===== config.mk =====
export PLATFORM = sky130hd
export DESIGN_NAME = operation_sequencer
export DESIGN_NICKNAME = d
export VERILOG_FILES = /design/src/rtl/operation_sequencer_pkg.sv /design/src/rtl/operation_sequencer_seq_multiplier.sv /design/src/rtl/operation_sequencer.sv
export SDC_FILE = /design/constraint.sdc
export NUM_CORES = 1
export LEC_CHECK = 0
export BUFFER_PORTS_ARGS = -buffer_cell sky130_fd_sc_hd__buf_2
export CORE_MARGIN = 2
export CORE_UTILIZATION = 35
export CTS_BUF_LIST = sky130_fd_sc_hd__clkbuf_8 sky130_fd_sc_hd__clkbuf_16
export DETAILED_ROUTE_END_ITERATION = 6
export PLACE_DENSITY = 0.49
export RECOVER_POWER = 25
export SETUP_SLACK_MARGIN = 0.1
export SLEW_MARGIN = 30
export SYNTH_ARGS = -nofsm -noshare
export SYNTH_HDL_FRONTEND = slang
export SYNTH_SLANG_ARGS = --single-unit

===== constraint.sdc =====
create_clock -name i_Clock -period 6.5 [get_ports i_Clock]
set_clock_uncertainty 0.05 [all_clocks]
set_input_delay 0.975 -clock i_Clock [delete_from_list [all_inputs] [get_ports i_Clock]]
set_output_delay 0.975 -clock i_Clock [all_outputs]
set_load 0.01 [all_outputs]

===== src/rtl/operation_sequencer_pkg.sv =====
// Shared definitions for the operation sequencer: widths, instruction field
// positions, opcode and FSM state encodings.
package operation_sequencer_pkg;

  localparam int DATA_WIDTH_DEF = 16;
  localparam int ADDR_WIDTH_DEF = 6;
  localparam int INSTR_WIDTH    = 16;

  // Instruction layout: opcode | RegA (dest + first source) | RegB
  localparam int OPC_MSB  = 15;
  localparam int OPC_LSB  = 12;
  localparam int REGA_MSB = 11;
  localparam int REGA_LSB = 6;
  localparam int REGB_MSB = 5;
  localparam int REGB_LSB = 0;

  typedef enum logic [3:0] {
    OP_NOP = 4'd0,
    OP_ADD = 4'd1,
    OP_SUB = 4'd2,
    OP_AND = 4'd3,
    OP_OR  = 4'd4,
    OP_XOR = 4'd5,
    OP_SHL = 4'd6,
    OP_SHR = 4'd7,
    OP_MUL = 4'd8,
    OP_MOV = 4'd9
  } opcode_e;

  typedef enum logic [2:0] {
    ST_IDLE  = 3'd0,
    ST_READ  = 3'd1,
    ST_EXEC  = 3'd2,
    ST_MUL   = 3'd3,
    ST_WRITE = 3'd4
  } state_e;

  // Opcodes 1..9 produce a result; 0 and the reserved 10..15 behave as NOP.
  function automatic logic op_writes(input logic [3:0] op);
    return (op != 4'(OP_NOP)) && (op <= 4'(OP_MOV));
  endfunction

endpackage


===== src/rtl/operation_sequencer_seq_multiplier.sv =====
// Radix-2 shift-add multiplier, one multiplier bit retired per cycle.
// o_product shows the accumulator including the bit being retired this
// cycle, so on the o_last cycle it already carries the final product.
module seq_multiplier
  import operation_sequencer_pkg::*;
#(
  parameter int WIDTH = DATA_WIDTH_DEF
) (
  input  logic               i_clk,
  input  logic               i_rst_n,
  input  logic               i_start,
  input  logic [WIDTH-1:0]   i_mcand,
  input  logic [WIDTH-1:0]   i_mplier,
  output logic               o_busy,
  output logic               o_last,
  output logic [2*WIDTH-1:0] o_product
);

  localparam int CNT_W = $clog2(WIDTH + 1);

  logic [2*WIDTH-1:0] r_mcand;
  logic [2*WIDTH-1:0] r_acc;
  logic [WIDTH-1:0]   r_mplier;
  logic [CNT_W-1:0]   r_cnt;
  logic [2*WIDTH-1:0] w_acc_next;

  // Add the shifted multiplicand when the current multiplier bit is set.
  always_comb begin
    w_acc_next = r_acc;
    if (r_mplier[0]) begin
      w_acc_next = r_acc + r_mcand;
    end
  end

  assign o_busy    = (r_cnt != '0);
  assign o_last    = (r_cnt == CNT_W'(1));
  assign o_product = w_acc_next;

  // Load operands on start, then shift one bit per cycle until the count expires.
  always_ff @(posedge i_clk or negedge i_rst_n) begin
    if (!i_rst_n) begin
      r_mcand  <= '0;
      r_acc    <= '0;
      r_mplier <= '0;
      r_cnt    <= '0;
    end else if (i_start) begin
      r_mcand  <= {{WIDTH{1'b0}}, i_mcand};
      r_mplier <= i_mplier;
      r_acc    <= '0;
      r_cnt    <= CNT_W'(WIDTH);
    end else if (o_busy) begin
      r_acc    <= w_acc_next;
      r_mcand  <= r_mcand << 1;
      r_mplier <= r_mplier >> 1;
      r_cnt    <= r_cnt - CNT_W'(1);
    end
  end

endmodule


===== src/rtl/operation_sequencer.sv =====
// Single-issue instruction sequencer driving a two-port register file.
//
//   state | meaning
//   IDLE  | ready for an instruction, addresses hold last value
//   READ  | register file addressed, operands captured at end of cycle
//   EXEC  | ALU result formed; MUL kicks off the shift-add multiplier
//   MUL   | 16 multiplier cycles, one bit each
//   WRITE | result written (unless NOP/reserved), Done pulses
module operation_sequencer
  import operation_sequencer_pkg::*;
#(
  parameter int DATA_WIDTH = DATA_WIDTH_DEF,
  parameter int ADDR_WIDTH = ADDR_WIDTH_DEF
) (
  input  logic                   i_Clock,
  input  logic                   i_nReset,
  input  logic                   i_InstrValid,
  output logic                   o_InstrReady,
  input  logic [INSTR_WIDTH-1:0] i_Instr,
  output logic [ADDR_WIDTH-1:0]  o_AddressA,
  output logic [ADDR_WIDTH-1:0]  o_AddressB,
  input  logic [DATA_WIDTH-1:0]  i_ReadDataA,
  input  logic [DATA_WIDTH-1:0]  i_ReadDataB,
  output logic [DATA_WIDTH-1:0]  o_WriteData,
  output logic                   o_WriteEnable,
  output logic                   o_Done,
  output logic                   o_Zero,
  output logic                   o_Carry
);

  state_e                  r_state;
  logic [3:0]              r_opcode;
  logic [ADDR_WIDTH-1:0]   r_addr_a;
  logic [ADDR_WIDTH-1:0]   r_addr_b;
  logic [DATA_WIDTH-1:0]   r_op_a;
  logic [DATA_WIDTH-1:0]   r_op_b;
  logic                    r_ready;
  logic                    r_we;
  logic                    r_done;
  logic [DATA_WIDTH-1:0]   r_wdata;
  logic                    r_zero;
  logic                    r_carry;

  logic [DATA_WIDTH:0]     w_sum;
  logic [DATA_WIDTH-1:0]   w_alu_result;
  logic                    w_alu_carry;
  logic                    w_mul_start;
  logic                    w_mul_busy;
  logic                    w_mul_last;
  logic [2*DATA_WIDTH-1:0] w_mul_product;
  logic [DATA_WIDTH-1:0]   w_mul_low;
  logic                    w_mul_carry;

  assign w_mul_start = (r_state == ST_EXEC) && (r_opcode == OP_MUL);
  assign w_mul_low   = w_mul_product[DATA_WIDTH-1:0];
  assign w_mul_carry = |w_mul_product[2*DATA_WIDTH-1:DATA_WIDTH];
  assign w_sum       = {1'b0, r_op_a} + {1'b0, r_op_b};

  seq_multiplier #(
    .WIDTH (DATA_WIDTH)
  ) u_mul (
    .i_clk     (i_Clock),
    .i_rst_n   (i_nReset),
    .i_start   (w_mul_start),
    .i_mcand   (r_op_a),
    .i_mplier  (r_op_b),
    .o_busy    (w_mul_busy),
    .o_last    (w_mul_last),
    .o_product (w_mul_product)
  );

  // Single-cycle ALU for every opcode except MUL; carry defaults to its held value.
  always_comb begin
    w_alu_result = '0;
    w_alu_carry  = r_carry;
    case (r_opcode)
      OP_ADD: begin
        w_alu_result = w_sum[DATA_WIDTH-1:0];
        w_alu_carry  = w_sum[DATA_WIDTH];
      end
      OP_SUB: begin
        w_alu_result = r_op_a - r_op_b;
        w_alu_carry  = (r_op_a < r_op_b);
      end
      OP_AND:  w_alu_result = r_op_a & r_op_b;
      OP_OR:   w_alu_result = r_op_a | r_op_b;
      OP_XOR:  w_alu_result = r_op_a ^ r_op_b;
      OP_SHL:  w_alu_result = r_op_a << r_op_b[3:0];
      OP_SHR:  w_alu_result = r_op_a >> r_op_b[3:0];
      OP_MOV:  w_alu_result = r_op_b;
      default: ;
    endcase
  end

  // Sequencer FSM with registered handshake, write strobe, result and flags.
  always_ff @(posedge i_Clock or negedge i_nReset) begin
    if (!i_nReset) begin
      r_state  <= ST_IDLE;
      r_opcode <= OP_NOP;
      r_addr_a <= '0;
      r_addr_b <= '0;
      r_op_a   <= '0;
      r_op_b   <= '0;
      r_ready  <= 1'b1;
      r_we     <= 1'b0;
      r_done   <= 1'b0;
      r_wdata  <= '0;
      r_zero   <= 1'b0;
      r_carry  <= 1'b0;
    end else begin
      r_we   <= 1'b0;
      r_done <= 1'b0;
      case (r_state)
        ST_IDLE: begin
          if (i_InstrValid) begin
            r_opcode <= i_Instr[OPC_MSB:OPC_LSB];
            r_addr_a <= i_Instr[REGA_MSB:REGA_LSB];
            r_addr_b <= i_Instr[REGB_MSB:REGB_LSB];
            r_ready  <= 1'b0;
            r_state  <= ST_READ;
          end
        end
        ST_READ: begin
          r_op_a  <= i_ReadDataA;
          r_op_b  <= i_ReadDataB;
          r_state <= ST_EXEC;
        end
        ST_EXEC: begin
          if (r_opcode == OP_MUL) begin
            r_state <= ST_MUL;
          end else begin
            r_state <= ST_WRITE;
            r_done  <= 1'b1;
            if (op_writes(r_opcode)) begin
              r_we    <= 1'b1;
              r_wdata <= w_alu_result;
              r_zero  <= (w_alu_result == '0);
              r_carry <= w_alu_carry;
            end
          end
        end
        ST_MUL: begin
          // o_product already includes the final bit on the last cycle.
          if (w_mul_last || !w_mul_busy) begin
            r_state <= ST_WRITE;
            r_done  <= 1'b1;
            r_we    <= 1'b1;
            r_wdata <= w_mul_low;
            r_zero  <= (w_mul_low == '0);
            r_carry <= w_mul_carry;
          end
        end
        ST_WRITE: begin
          r_state <= ST_IDLE;
          r_ready <= 1'b1;
        end
        default: begin
          r_state <= ST_IDLE;
          r_ready <= 1'b1;
        end
      endcase
    end
  end

  assign o_InstrReady  = r_ready;
  assign o_AddressA    = r_addr_a;
  assign o_AddressB    = r_addr_b;
  assign o_WriteData   = r_wdata;
  assign o_WriteEnable = r_we;
  assign o_Done        = r_done;
  assign o_Zero        = r_zero;
  assign o_Carry       = r_carry;

endmodule

======== After elaboration in Yosys (flattened, before gate mapping) ========
Cells that the tools add are included.
operators by class
  shift operators ......................... 2
  reductions and logical operators ........ 18
  order comparisons ....................... 2
  div/mod/pow operators ................... 0
  multiplexer cells ....................... 35
  bitwise gates (word level) .............. 4
  add/subtract/negate cells ............... 4
  multiply operators ...................... 0
  eq/ne operators ......................... 18
operators with widths
  kind                                                                    count
  32-bit two-way mux                                                      5
  16-bit case mux with 8 select lines                                     1
  16-bit two-way mux                                                      5
  32-bit adder                                                            1
  16-bit logical NOT                                                      2
  16-bit case mux with 2 select lines                                     1
  16-bit by 16-bit adder with 17-bit output                               1
  16-bit AND                                                              1
  4-bit by 3-bit equality test with 1-bit output (second input constant)  4
  16-bit less-than comparator                                             1
  16-bit bitwise OR                                                       1
  16-bit OR reduction                                                     1
  16-bit by 4-bit left shift with 16-bit output                           1
  16-bit by 4-bit right shift with 16-bit output                          1
  16-bit subtractor                                                       1
  16-bit bitwise XOR                                                      1
  1-bit case mux with 2 select lines                                      6
  3-bit case mux with 4 select lines                                      1
  1-bit two-way mux                                                       11
  5-bit two-way mux                                                       2
  3-bit two-way mux                                                       3
  4-bit by 2-bit equality test with 1-bit output (second input constant)  2
  4-bit equality test (second input constant)                             2
  3-bit by 2-bit equality test with 1-bit output (second input constant)  2
  20 further kinds                                                        26
storage, ports and cells
  memories kept ........................... 0
  bits in latches ......................... 0
  memory bits (read-only) ................. 0
  register bits after elaboration ......... 157
  bits in writable memories ............... 0
  output and inout port bits .............. 33
  logic and storage cells ................. 99

======== Logic depth before layout (Yosys ltp) ========
Gate-level depths: netlist of run 1.
  word-level depth ........................ 6
  mapped depth ............................ 14
  depth with buffers taken out ............ 14

======== Modules after synthesis ========
A second synthesis of run 1 with hierarchy kept.
unflattened totals
  cells, all modules ...................... 1513
  area, all modules ....................... 13007.5 sq um
modules (own cells, without submodules)
  module               area each (sq um)  cells each  instances  seq. area each (sq um)
  operation_sequencer  7166.9             838         1          1803.0
  seq_multiplier       5840.6             675         1          2127.0

======== Worst setup path before layout of run 1 ========
OpenSTA, ideal clock, no wires.
  path type ............................... reg2reg
  start ................................... register r_op_b[2]
  end ..................................... register r_zero, in the netlist o_Zero
  buffers on the path ..................... 2
  period minus slack after synthesis ...... 3.626 ns
  stages on the path, launching flop included .. 15
  data arrival time ....................... 3.484 ns
  setup time .............................. 0.092 ns
  data required time ...................... 6.358 ns
  slack ................................... 2.874 ns
  cell sequence ........................... dfrtp_1 > buf_2 > inv_1 > clkbuf_1 > ha_1 > nand2b_4 > a2111oi_2 > nor3_1 > a221o_1 > a221o_1 > nor4_1 > nand3_1 > a2111oi_2 > nand4_1 > o31ai_2
between the ends
  word-level cells in the longest chain between the ends .. 6
  elaborated cells on any way between the ends .. 12
  classes of those cells .................. add/sub: 2; shift: 2; mux: 4; bitwise: 3; reduce/logical: 1
ends and longest elaborated chain
  item                                             line                        text
  start, declared                                  operation_sequencer.sv:36   logic [DATA_WIDTH-1:0] r_op_b;
  start signal, assigned                           operation_sequencer.sv:125  r_op_b <= i_ReadDataB;
  16-bit subtractor, or another cell as far along  operation_sequencer.sv:82   w_alu_result = r_op_a - r_op_b;
  16-bit case mux with 8 select lines (*)          operation_sequencer.sv:76   case (r_opcode)
  16-bit logical NOT (*)                           operation_sequencer.sv:137  r_zero <= (w_alu_result == '0);
  1-bit two-way mux (*)                            operation_sequencer.sv:134  if (op_writes(r_opcode)) begin
  1-bit two-way mux (*)                            operation_sequencer.sv:129  if (r_opcode == OP_MUL) begin
  1-bit case mux with 2 select lines (*)           operation_sequencer.sv:113  case (r_state)
  end signal, assigned                             operation_sequencer.sv:137
  end signal, assigned                             operation_sequencer.sv:149  r_zero <= (w_mul_low == '0);
  end, declared                                    operation_sequencer.sv:41   logic r_zero;
Mark *: on every way between the ends. The rest lies on a longest branch, timed or not. The select of a mux whose other input is x is not followed.
A chain may end at the register's enable or synchronous reset.

======== Worst setup path after layout of run 1 ========
Ends and elaborated chain as after synthesis.

==> out/summary.json, run 1 <==
{
  "timing.max_cap.violations": {"value": 3},
  "synth_top_cell_area_share": {"value": 31.51, "unit": "%"},
  "post_synth_most_frequent_cells": {"value": "nand2_1, dfrtp_1, nor2_1, o21ai_0, a21oi_1"},
  "timing.critical_path.required": {"value": 6810, "unit": "ps"},
  "number_of_buffers_on_the_longest_clock_path": {"value": 2},
  "pwr-share-seq": {"value": 24.3, "unit": "%"},
  "cts-buffers-inserted": {"value": 17},
  "grt_first_pass_wirelength": {"value": 66020, "unit": "um"},
  "timing.hold.worst.class": {"value": "reg -> reg"},
  "synthesis.area_per_instance": {"value": 8.468, "unit": "um2"},
  "clockRootBuffer": {"value": "clkbuf_16"},
  "topRoutingLayerUsed": {"value": "met4"},
  "fillers": {"value": 3604},
  "vdd_drop_max": {"value": 0.0002706, "unit": "V"},
  "drt_drc_violations_left": {"value": 0},
  "ys_top_cells_by_area": {"value": "dfrtp_1, ha_1, nand2_1, o21ai_0, mux2i_1"},
  "die_area": {"value": 36920, "unit": "um2"},
  "run_status": {"value": "complete, but fails checks"},
  "postSynthCellCount": {"value": 1463},
  "largest_net_degree_at_the_start_of_global_routing": {"value": 68},
  "die-width": {"value": 192.1, "unit": "um"},
  "die_y": {"value": 192.1, "unit": "um"},
  "swShare": {"value": 50.93, "unit": "%"},
  "met2RoutedLength": {"value": 19070, "unit": "um"},
  "synth_area": {"value": 12390, "unit": "um2"},
  "final_util": {"value": 39.72, "unit": "%"},
  "postSynth.asyncResetShare": {"value": 100.0, "unit": "%"},
  "via_count_of_the_first_global_routing_pass": {"value": 10650},
  "grt_antenna_before_repair": {"value": 0},
  "antenna_cells": {"value": 0},
  "worst_skew_pair.late_latency": {"value": 450, "unit": "ps"},
  "yosysWarnings": {"value": 0},
  "post_drt_wl_per_cell": {"value": 21.85, "unit": "um"},
  "dominantRegCellSynth": {"value": "dfrtp_1"},
  "cp_max_fo": {"value": 45},
  "fmaxAchievable": {"value": 229.8, "unit": "MHz"},
  "hold_violations": {"value": 0},
  "rsz0062_at_grt": {"value": "false"},
  "detail_route.first_pass.iterations": {"value": 6},
  "p_leak": {"value": 6.032, "unit": "nW"},
  "grt_usage": {"value": 23.79, "unit": "%"},
  "fp.coreArea": {"value": 34710, "unit": "um2"},
  "gpl.final_weighted_congestion": {"value": 0.9483},
  "post_route_cells_drive_above_1_share": {"value": 14.15, "unit": "%"},
  "p_int": {"value": 3.949, "unit": "mW"},
  "vias": {"value": 11140},
  "dp.final_hpwl": {"value": 32020, "unit": "um"},
  "ff_latch_area": {"value": 3931, "unit": "um2"},
  "worst_slew_margin_rel": {"value": -66.94, "unit": "%"},
  "tightestPinTransition": {"value": 2504, "unit": "ps"},
  "met3WireLength": {"value": 2292, "unit": "um"},
  "ant_nets": {"value": 0},
  "timing.final.max_slew_violations": {"value": 168},
  "standard_cell_rows": {"value": 68},
  "tritoncts_num_sinks": {"value": 157},
  "ctsHtreeMaxLevel": {"value": 4},
  "grt_remaining_overflow": {"value": 0},
  "violated_checks": {"value": "max-capacitance violations, max-slew violations"},
  "synth-edff-count": {"value": 0},
  "drt-total-wl": {"value": 42830, "unit": "um"},
  "finalSetupViolations": {"value": 0},
  "power_density": {"value": 583.7, "unit": "nW/um2"},
  "number_of_distinct_standard_cells_referenced_by_the_synthesized_netlist": {"value": 80},
  "yosysSeqAreaShare": {"value": 31.72, "unit": "%"},
  "post_cts_resized": {"value": 0},
  "clock_power_share": {"value": 13.6, "unit": "%"},
  "worstPathArrival": {"value": 4670, "unit": "ps"},
  "setup_bufs_post_cts": {"value": 0},
  "critical_path_class": {"value": "reg -> reg"},
  "dominant_cell_by_count_in_the_synthesized_netlist": {"value": "nand2_1"},
  "placement.io_buffers": {"value": 83},
  "critPathLaunchType": {"value": "flip-flop"},
  "setup_tns": {"value": 0, "unit": "ps"},
  "fin_hold_ws": {"value": 426.4, "unit": "ps"},
  "power.combinational.fraction": {"value": 62.1, "unit": "%"},
  "synth_area_leader_cell": {"value": "dfrtp_1"},
  "count_of_boundary_i_o_pins": {"value": 84},
  "design.final.nets": {"value": 1633},
  "cts_hold_buf": {"value": 0},
  "m1WireLength": {"value": 20440, "unit": "um"},
  "avgViaCountPerCell": {"value": 5.685},
  "fin_crit_sh": {"value": 66.95, "unit": "%"},
  "syn_to_final_growth": {"value": 11.28, "unit": "%"},
  "total_power": {"value": 8.048, "unit": "mW"},
  "worstSetupEndpointType": {"value": "flip-flop"},
  "synthesis_stage_register_bit_count": {"value": 157},
  "power_switching": {"value": 4.099, "unit": "mW"},
  "postSynthNetCount": {"value": 1603},
  "multi_input_comb_area": {"value": 7876, "unit": "um2"},
  "cts.reportedPaths.clkPinSlew": {"value": 70, "unit": "ps"},
  "floorplan.initialDensity": {"value": 35.69, "unit": "%"},
  "cts_tree": {"value": "built"},
  "finalCriticalPeriod": {"value": 4352, "unit": "ps"},
  "drt_first_iter_violations": {"value": 897}
}
-- metal layers --
metal  track usage [%]  vias to the layer above
li1                  -                     5354
met1             34.15                     5417
met2             36.18                      324
met3             3.928                       47
met4             7.780                        0
met5                 0                        -
-- worst paths after layout --
check / from / endpoint / slack, ps / depth (start not counted)
max: r_op_b[2] / o_Zero / 2150 / 13
min: o_WriteData[12] / o_WriteData[12] / 430 / 2
max reg2reg: r_op_b[2] / o_Zero / 2150 / 13
min reg2reg: o_WriteData[12] / o_WriteData[12] / 430 / 2
max in group asynchronous: i_nReset / r_op_b[0] / 2530 / 2
min in group asynchronous: i_nReset / u_mul.r_mcand[20] / 1210 / 1
-- final cells by class --
type | instances | share of cell area, %
sequential | 157 | 28.51
timing repair buffer | 105 | 4.102
tap | 455 | 4.129
clock buffer | 19 | 3.285
inverter | 59 | 1.606
multi-input combinational | 1153 | 57.13
clock inverter | 12 | 1.234
-- critical path: stages, from the launching register on --
cell and delay, ps:
dfrtp_1 320, buf_4 380, inv_1 400, ha_1 490
nand2b_4 200, a2111oi_2 360, nor3_1 130, a221o_1 370
a221o_1 340, nor4_1 280, nand3_1 190, a2111oi_2 390
nand4_1 170, o31ai_2 190
-- cells in the final DEF (no fill, tap or decap), types with 34 or more instances in the layout --
master and n:
mux2i_1 58, inv_1 59, a21oi_1 107, dfrtp_1 155
a211oi_1 43, mux2_2 34, nor2_1 124, ha_1 86
buf_2 82, nand2_1 209, o21ai_0 122
-- power groups by stage --
stage | combinational [mW] | clock [mW] | sequential (mW)
after CTS | 4.95 | 1.12 | 1.95
after global placement | 4.95 | 0 | 1.96
final | 5.00 | 1.09 | 1.95
after detailed placement | 4.92 | 0 | 1.96
after global routing | 5.49 | 1.16 | 2.01
after floorplan | 3.55 | 0 | 1.74
-- registers in the layout, summed over array words and instances (netlist names) --
name and cells:
o_Carry 1, r_state 3, o_Zero 1, o_WriteData 16, o_Done 1, u_mul.r_acc 32, u_mul.r_mplier 16, r_opcode 4
u_mul.r_cnt 5, o_InstrReady 1, r_op_a 16, u_mul.r_mcand 32, o_AddressB 6, o_AddressA 6, o_WriteEnable 1, r_op_b 16
-- kinds of logic (layout without fill, tap and decap cells) --
family	after synthesis	after routing	synth area share, %
multiplexers	108	108	10.68
flip-flops	157	157	31.72
adder cells (fa/ha/maj)	89	89	9.170
AND/OR/NAND/NOR	488	488	18.02
XOR/XNOR	33	33	2.333
buffers and inverters	153	195	4.908
AO/OA/AOI/OAI	435	435	23.17
-- metrics by stage --
stage,setup WS [ps],area [um2],std cells
after floorplan,2874,12390,1463
after global placement,2293,13190,1929
after detailed placement,2251,13190,1929
after CTS,2228,13810,1960
after global routing,1782,13790,1960
final,2148,13790,1960
No activity file was read; power rests on OpenSTA's default activity.
==> run 2, diff against run 1 <==
==> constraint.sdc (replaced) <==
create_clock -name i_Clock -period 4.4 [get_ports i_Clock]
set_clock_uncertainty 0.05 [all_clocks]
set_input_delay 0.66 -clock i_Clock [delete_from_list [all_inputs] [get_ports i_Clock]]
set_output_delay 0.66 -clock i_Clock [all_outputs]
set_load 0.01 [all_outputs]
==> run 2 against run 1 <==
  * The run still ends with max-capacitance violations, max-slew violations left
  * Die area stayed put
  * Hold slack worse by 77 ps
  * Routed wire length is 0.27% higher
  * Highest routed layer unchanged
  * Via count is 2.4% higher
==> out/summary.json, run 2 (synthesized netlist as in run 1, its figures left out) <==
{
  "fin_hold_ws": {"value": 349.6, "unit": "ps", "change": "-76.83 ps"},
  "hold_path_depth": {"value": 3, "change": "+1"},
  "die_area": {"value": 36920, "unit": "um2", "change": "unchanged"},
  "drt_first_iter_violations": {"value": 952, "change": "+6.1%"},
  "tightestPinTransition": {"value": 3027, "unit": "ps", "change": "+522.8 ps"},
  "largest_net_degree_at_the_start_of_global_routing": {"value": 77, "change": "+13%"},
  "drt_drc_violations_left": {"value": 0, "change": "unchanged"},
  "worst_path_max_delay_cell": {"value": "dfrtp_1"},
  "die-width": {"value": 192.1, "unit": "um", "change": "unchanged"},
  "fin_crit_sh": {"value": 91.70, "unit": "%", "change": "+25 points"},
  "reg2reg_depth": {"value": 11, "change": "-2"},
  "ant_nets": {"value": 0, "change": "unchanged"},
  "worstSetupEndpointType": {"value": "flip-flop"},
  "hold_path_endpoint": {"value": "r_op_b[10]"},
  "worst_r2r_endpoint": {"value": "o_WriteData[14]"},
  "gr-max-usage-layer": {"value": "met2"},
  "syn_to_final_growth": {"value": 12.55, "unit": "%"},
  "clockRootBuffer": {"value": "clkbuf_16"},
  "cp_cell_sequence": {"value": "inv_1 > ha_1 > o21bai_1 > o41ai_2 > o2111ai_2 > a21oi_1 > o21ba_2 > a211o_1 > a2111oi_2 > mux2i_1 > mux2_2"},
  "vdd_drop_max": {"value": 0.0003889, "unit": "V", "change": "+44%"},
  "power_switching": {"value": 6.108, "unit": "mW", "change": "+49%"},
  "avgViaCountPerCell": {"value": 5.758, "change": "+1.3%"},
  "standard_cell_rows": {"value": 68, "change": "unchanged"},
  "reg2reg_slack": {"value": 370, "unit": "ps", "change": "-1780 ps"},
  "p_int": {"value": 5.808, "unit": "mW", "change": "+47%"},
  "grt.met1_usage": {"value": 34.54, "unit": "%", "change": "+0.39 points"},
  "grt_antenna_before_repair": {"value": 1, "change": "+1"},
  "hold_start": {"value": "i_ReadDataB[10]"},
  "timing.max_cap.violations": {"value": 1, "change": "-2"},
  "met3_usage_in_global_routing": {"value": 3.198, "unit": "%", "change": "-0.73 points"},
  "dp.final_hpwl": {"value": 32020, "unit": "um", "change": "unchanged"},
  "setup_tns": {"value": 0, "unit": "ps", "change": "unchanged"},
  "worst_slew_margin_rel": {"value": -101.8, "unit": "%", "change": "-35 points"},
  "grt_usage": {"value": 23.81, "unit": "%", "change": "+0.024 points"},
  "pwr-share-seq": {"value": 24.7, "unit": "%", "change": "+0.4 points"},
  "power_density": {"value": 854.5, "unit": "nW/um2", "change": "+46%"},
  "final_design_area_no_fill": {"value": 13940, "unit": "um2", "change": "+1.1%"},
  "finalCriticalPeriod": {"value": 4035, "unit": "ps", "change": "-317.0 ps"},
  "post_drt_wl_per_cell": {"value": 21.67, "unit": "um", "change": "-0.84%"},
  "detail_route.first_pass.iterations": {"value": 5, "change": "-1"},
  "p_leak": {"value": 6.135, "unit": "nW", "change": "+1.7%"},
  "cts-buffers-inserted": {"value": 17, "change": "unchanged"},
  "rr_startpoint": {"value": "r_op_a[6]"},
  "gpl.final_weighted_congestion": {"value": 1.002, "change": "+5.7%"},
  "hold_violations": {"value": 0, "change": "unchanged"},
  "clock_power_share": {"value": 12.1, "unit": "%", "change": "-1.5 points"},
  "via_count_of_the_first_global_routing_pass": {"value": 11140, "change": "+4.6%"},
  "critical_path_class": {"value": "reg -> reg"},
  "drt-total-wl": {"value": 42950, "unit": "um", "change": "+0.27%"},
  "run_status": {"value": "complete, but fails checks"},
  "timing.hold.worst.class": {"value": "in -> reg"},
  "fp.coreArea": {"value": 34710, "unit": "um2", "change": "unchanged"},
  "fillers": {"value": 3549, "change": "-1.5%"},
  "layout.cells.most_common_list": {"value": "nand2_1, dfrtp_1, nor2_1"},
  "violated_checks": {"value": "max-capacitance violations, max-slew violations"},
  "vias": {"value": 11410, "change": "+2.4%"},
  "count_of_boundary_i_o_pins": {"value": 84, "change": "unchanged"},
  "ctsHtreeMaxLevel": {"value": 4, "change": "unchanged"},
  "cts_hold_buf": {"value": 0, "change": "unchanged"},
  "placement.io_buffers": {"value": 83, "change": "unchanged"},
  "max_incr_delay_on_cp": {"value": 710, "unit": "ps", "change": "+220 ps"},
  "post_route_cells_drive_above_1_share": {"value": 15.72, "unit": "%", "change": "+1.6 points"},
  "timing.critical_path.required": {"value": 4680, "unit": "ps", "change": "-2130 ps"},
  "top_regs": {"value": "u_mul.r_acc (32), u_mul.r_mcand (32)"},
  "number_of_buffers_on_the_longest_clock_path": {"value": 2, "change": "unchanged"},
  "total_power": {"value": 11.92, "unit": "mW", "change": "+48%"},
  "postPlaceCellArea": {"value": 13390, "unit": "um2", "change": "+1.5%"},
  "layout_commonest_cell": {"value": "nand2_1"},
  "die_y": {"value": 192.1, "unit": "um", "change": "unchanged"},
  "fmaxAchievable": {"value": 247.8, "unit": "MHz", "change": "+7.9%"},
  "final_util": {"value": 40.17, "unit": "%", "change": "+0.45 points"},
  "grt_first_pass_wirelength": {"value": 66880, "unit": "um", "change": "+1.3%"},
  "cts_tree": {"value": "built"},
  "design.final.nets": {"value": 1655, "change": "+1.3%"},
  "floorplan.initialDensity": {"value": 35.69, "unit": "%", "change": "unchanged"},
  "antenna_cells": {"value": 0, "change": "unchanged"},
  "critPathLaunchType": {"value": "flip-flop"},
  "rsz0062_at_grt": {"value": "false"},
  "cts.reportedPaths.clkPinSlew": {"value": 70, "unit": "ps", "change": "about the same"},
  "worst_skew_pair.late_latency": {"value": 450, "unit": "ps", "change": "about the same"},
  "finalSetupViolations": {"value": 0, "change": "unchanged"},
  "worstPathArrival": {"value": 4320, "unit": "ps", "change": "-350 ps"},
  "cp_max_fo": {"value": 10, "change": "-78%"},
  "grt_util_met2": {"value": 36.77, "unit": "%", "change": "+0.59 points"},
  "timing.final.max_slew_violations": {"value": 58, "change": "-65%"},
  "setup_bufs_post_cts": {"value": 0, "change": "unchanged"},
  "grt_remaining_overflow": {"value": 0, "change": "unchanged"},
  "swShare": {"value": 51.26, "unit": "%", "change": "+0.33 points"},
  "power.combinational.fraction": {"value": 63.2, "unit": "%", "change": "+1.1 points"},
  "tritoncts_num_sinks": {"value": 157, "change": "unchanged"}
}
-- run 2: worst max-delay path, delay by kind of cell, from the launching register on --
kind | cells | cell delay (ps)
fa+ha+maj | 1 | 440
compound gates | 7 | 2170
buf+inv | 1 | 150
flops | 1 | 710
mux | 2 | 400
-- run 2: how the worst max path moves through the flow --
stage	startpoint	end	slack, ps	depth (start not counted)
6_report	r_op_a[6]	o_WriteData[14]	370	11
2_1_floorplan	r_op_b[2]	o_Zero	770	14
4_1_cts	r_op_a[5]	o_WriteData[14]	290	12
5_1_grt	u_mul.r_acc[0]	o_Carry	240	12
3_5_place_dp	r_op_a[5]	o_WriteData[14]	330	12
3_3_place_gp	r_op_a[5]	o_WriteData[14]	390	12
-- run 2: layout make-up --
cell class / count / area (um2) / share of cell area [%]
clock inverters: 12 / 98.84 / 0.7088
multi-input cells: 1153 / 7881 / 56.52
repair buffers: 127 / 788.3 / 5.653
clock buffers: 19 / 452.9 / 3.248
well taps: 455 / 569.3 / 4.083
flip-flops and latches: 157 / 3933 / 28.20
inverters: 59 / 221.5 / 1.588
-- run 2: layer usage --
layer	vias up	share of wire, %
li1	5407	-
met3	44	5.6
met5	-	0
met4	0	2.0
met1	5605	47
met2	356	45
-- run 2: what timing repair did --
item	CTS	global route
gates resized for setup	0	1
endpoints found under the setup margin	0	1
endpoints found under the hold margin	0	0
-- run 2: power by group through the flow --
stage	sequential, mW	clock [mW]	combinational, mW
4_1_cts	2.94	1.50	7.43
5_1_grt	3.03	1.55	8.22
2_1_floorplan	2.57	0	5.25
6_report	2.94	1.45	7.53
3_3_place_gp	2.94	0	7.39
3_5_place_dp	2.95	0	7.39
-- run 2: metrics by stage --
stage,std cells,setup slack (ps)
after floorplan,1463,774.1
after global placement,1951,392.8
after detailed placement,1951,328.2
after CTS,1982,293.0
after global routing,1982,236.7
final,1982,365.0
==> run 3, diff against run 2 <==
--- a/config.mk
+++ b/config.mk
@@ -5,12 +5,13 @@
 export SDC_FILE = /design/constraint.sdc
 export NUM_CORES = 1
 export LEC_CHECK = 0
-export BUFFER_PORTS_ARGS = -buffer_cell sky130_fd_sc_hd__buf_2
 export CORE_MARGIN = 2
 export CORE_UTILIZATION = 35
 export CTS_BUF_LIST = sky130_fd_sc_hd__clkbuf_8 sky130_fd_sc_hd__clkbuf_16
 export DETAILED_ROUTE_END_ITERATION = 6
-export PLACE_DENSITY = 0.49
+export DONT_BUFFER_PORTS = 1
+export GPL_TIMING_DRIVEN = 0
+export PLACE_DENSITY = 0.47
 export RECOVER_POWER = 25
 export SETUP_SLACK_MARGIN = 0.1
 export SLEW_MARGIN = 30
==> run 3 against run 2 <==
  * The run ends with negative hold slack left
  * Largest cell class unchanged
  * Register-to-register slack got worse by 140 ps
  * Flip-flop and latch count did not move
  * Routed wire length rose by 11%
  * Non-clock buffer count fell by 32
  * Critical path type unchanged
  * Setup slack got worse by 140 ps
  * Count of clock-buffer cells in the layout rose by 1
  * Sequential share of layout area rose by 0.54 points
==> out/summary.json, run 3 (synthesized netlist as in run 1, its figures left out) <==
{
  "placement.io_buffers": {"value": 0, "change": "-100%"},
  "worstSetupEndpointType": {"value": "flip-flop"},
  "syn_to_final_growth": {"value": 10.42, "unit": "%"},
  "swShare": {"value": 52.57, "unit": "%", "change": "+1.3 points"},
  "violated_checks": {"value": "negative hold slack"},
  "met3_usage_in_global_routing": {"value": 3.764, "unit": "%", "change": "+0.57 points"},
  "vdd_drop_max": {"value": 0.0003801, "unit": "V", "change": "-2.3%"},
  "timing.critical_path.required": {"value": 4690, "unit": "ps", "change": "about the same"},
  "run_status": {"value": "complete, but fails checks"},
  "hold_violations": {"value": 156, "change": "+156"},
  "finalCriticalPeriod": {"value": 4180, "unit": "ps", "change": "+145.0 ps"},
  "detail_route.first_pass.iterations": {"value": 5, "change": "unchanged"},
  "drt-total-wl": {"value": 47600, "unit": "um", "change": "+11%"},
  "number_of_buffers_on_the_longest_clock_path": {"value": 2, "change": "unchanged"},
  "layout_commonest_cell": {"value": "nand2_1"},
  "pwr-share-seq": {"value": 24.3, "unit": "%", "change": "-0.4 points"},
  "grt.met1_usage": {"value": 37.30, "unit": "%", "change": "+2.8 points"},
  "critPathLaunchType": {"value": "flip-flop"},
  "clock_power_share": {"value": 13.3, "unit": "%", "change": "+1.2 points"},
  "finalSetupViolations": {"value": 0, "change": "unchanged"},
  "setup_tns": {"value": 0, "unit": "ps", "change": "unchanged"},
  "power_switching": {"value": 6.434, "unit": "mW", "change": "+5.3%"},
  "rr_startpoint": {"value": "r_op_a[6]"},
  "cts.reportedPaths.clkPinSlew": {"value": 70, "unit": "ps", "change": "about the same"},
  "total_power": {"value": 12.24, "unit": "mW", "change": "+2.7%"},
  "power_density": {"value": 894.5, "unit": "nW/um2", "change": "+4.7%"},
  "grt_first_pass_wirelength": {"value": 72330, "unit": "um", "change": "+8.2%"},
  "grt_util_met2": {"value": 40.76, "unit": "%", "change": "+4.0 points"},
  "grt_antenna_before_repair": {"value": 0, "change": "-1"},
  "dp.final_hpwl": {"value": 36110, "unit": "um", "change": "+13%"},
  "reg2reg_depth": {"value": 11, "change": "unchanged"},
  "worst_skew_pair.late_latency": {"value": 460, "unit": "ps", "change": "about the same"},
  "fmaxAchievable": {"value": 239.2, "unit": "MHz", "change": "-3.5%"},
  "gr-max-usage-layer": {"value": "met2"},
  "p_leak": {"value": 5.772, "unit": "nW", "change": "-5.9%"},
  "die_y": {"value": 192.1, "unit": "um", "change": "unchanged"},
  "via_count_of_the_first_global_routing_pass": {"value": 11450, "change": "+2.8%"},
  "largest_net_degree_at_the_start_of_global_routing": {"value": 158, "change": "+110%"},
  "worst_slew_margin_rel": {"value": 37.90, "unit": "%", "change": "+140 points"},
  "reg2reg_slack": {"value": 220, "unit": "ps", "change": "-140 ps"},
  "standard_cell_rows": {"value": 68, "change": "unchanged"},
  "fin_hold_ws": {"value": -153.7, "unit": "ps", "change": "-503.3 ps"},
  "timing.max_cap.violations": {"value": 0, "change": "-1"},
  "antenna_cells": {"value": 0, "change": "unchanged"},
  "design.final.nets": {"value": 1623, "change": "-1.9%"},
  "fin_crit_sh": {"value": 95.00, "unit": "%", "change": "+3.3 points"},
  "die-width": {"value": 192.1, "unit": "um", "change": "unchanged"},
  "worst_r2r_endpoint": {"value": "o_WriteData[14]"},
  "critical_path_class": {"value": "reg -> reg"},
  "grt_usage": {"value": 26.41, "unit": "%", "change": "+2.6 points"},
  "ctsHtreeMaxLevel": {"value": 4, "change": "unchanged"},
  "detailedPlace.worstSlack": {"value": -151.9, "unit": "ps", "change": "-480.1 ps"},
  "count_of_boundary_i_o_pins": {"value": 84, "change": "unchanged"},
  "post_route_cells_drive_above_1_share": {"value": 9.091, "unit": "%", "change": "-6.6 points"},
  "finalWorstSetupSlack": {"value": 220.0, "unit": "ps", "change": "-145.0 ps"},
  "timing.hold.worst.class": {"value": "in -> async"},
  "power.combinational.fraction": {"value": 62.4, "unit": "%", "change": "-0.8 points"},
  "cts_tree": {"value": "built"},
  "cp_max_fo": {"value": 10, "change": "unchanged"},
  "p_int": {"value": 5.804, "unit": "mW", "change": "about the same"},
  "timing.final.max_slew_violations": {"value": 0, "change": "-100%"},
  "fp.coreArea": {"value": 34710, "unit": "um2", "change": "unchanged"},
  "layout.cells.most_common_list": {"value": "nand2_1, dfrtp_1, nor2_1"},
  "cts-buffers-inserted": {"value": 17, "change": "unchanged"},
  "vias": {"value": 11530, "change": "+1.0%"},
  "top_regs": {"value": "u_mul.r_acc (32), u_mul.r_mcand (32)"},
  "floorplan.initialDensity": {"value": 35.69, "unit": "%", "change": "unchanged"},
  "fillers": {"value": 3598, "change": "+1.4%"},
  "post_drt_wl_per_cell": {"value": 24.40, "unit": "um", "change": "+13%"},
  "grt_remaining_overflow": {"value": 0, "change": "unchanged"},
  "rsz0062_at_grt": {"value": "false"},
  "gpl.final_weighted_congestion": {"value": 0.9169, "change": "-8.5%"},
  "drt_drc_violations_left": {"value": 0, "change": "unchanged"},
  "worstPathArrival": {"value": 4470, "unit": "ps", "change": "+150 ps"},
  "drt_first_iter_violations": {"value": 1224, "change": "+29%"},
  "die_area": {"value": 36920, "unit": "um2", "change": "unchanged"},
  "tritoncts_num_sinks": {"value": 157, "change": "unchanged"},
  "clockRootBuffer": {"value": "clkbuf_16"},
  "avgViaCountPerCell": {"value": 5.909, "change": "+2.6%"},
  "tightestPinTransition": {"value": 931.5, "unit": "ps", "change": "-2095 ps"},
  "ant_nets": {"value": 0, "change": "unchanged"}
}
-- run 3: changes by cell type in the layout (fill, tap and decap cells not counted), sizes merged --
cell / change
buf: -103
clkbuf: +73
bufinv: +2
clkdlybuf4s25: -1
clkinv: -1
inv: -1
-- run 3: power by group through the flow --
stage | Combinational [mW] | Clock, mW | Sequential, mW
after floorplan | 5.25 | 0 | 2.57
after global placement | 7.34 | 0 | 2.98
after detailed placement | 7.35 | 0 | 2.97
after CTS | 7.40 | 1.66 | 2.95
after global routing | 8.33 | 1.72 | 3.05
final | 7.64 | 1.63 | 2.98
-- run 3: layout make-up --
class                           count  area (um2)  area share [%]
Buffer                             94       390.4           2.853
Clock buffer                       20       466.7           3.411
Clock inverter                     12       158.9           1.162
Inverter                           59       221.5           1.619
Multi-Input combinational cell   1153        7934           57.99
Sequential cell                   157        3933           28.75
Tap cell                          455       569.3           4.161
Timing Repair Buffer                1       7.507         0.05487
-- run 3: routing by layer --
layer	part of all wire, %	routed length [um]	vias up
met5	0	0	-
met3	5.3	2542	85
met4	3.2	1530	0
met2	44	21120	390
met1	47	22400	5722
li1	-	-	5331
-- run 3: how the worst max path moves through the flow --
stage | depth (start not counted) | endpoint | slack (ps) | from
6_report | 11 | o_WriteData[14] | 220 | r_op_a[6]
4_1_cts | 13 | o_WriteData[14] | 120 | r_op_a[9]
3_3_place_gp | 14 | o_WriteData[14] | -180 | r_op_b[2]
3_5_place_dp | 14 | o_WriteData[14] | -150 | r_op_b[2]
5_1_grt | 13 | o_Zero | 110 | r_op_a[0]
2_1_floorplan | 14 | o_Zero | 770 | r_op_b[2]
-- run 3: repair_timing --
item,CTS,global route
gates resized for setup,2,12
pin swaps,0,1
endpoints found under the hold margin,156,156
endpoints found under the setup margin,5,6
setup buffers,0,1
-- run 3: through the flow --
stage	std cells	area [um2]	utilization, %	hold WS (ps)
after detailed placement	1918	12990	37.42	325.1
after CTS	1950	13620	39.24	-163.8
after floorplan	1463	12390	-	314.4
final	1951	13680	39.41	-153.7
after global placement	1918	12960	37.33	320.8
after global routing	1951	13680	39.41	-170.5
-- run 3: worst max-delay path, stage by stage, from the launching register on --
cell and delay [ps]:
dfrtp_1 720, inv_1 140, ha_1 450, o21bai_1 590, o41ai_4 260, o2111ai_2 290
a21oi_1 120, o21ba_2 230, a211o_1 330, a2111oi_4 440, mux2i_1 140, mux2_2 290
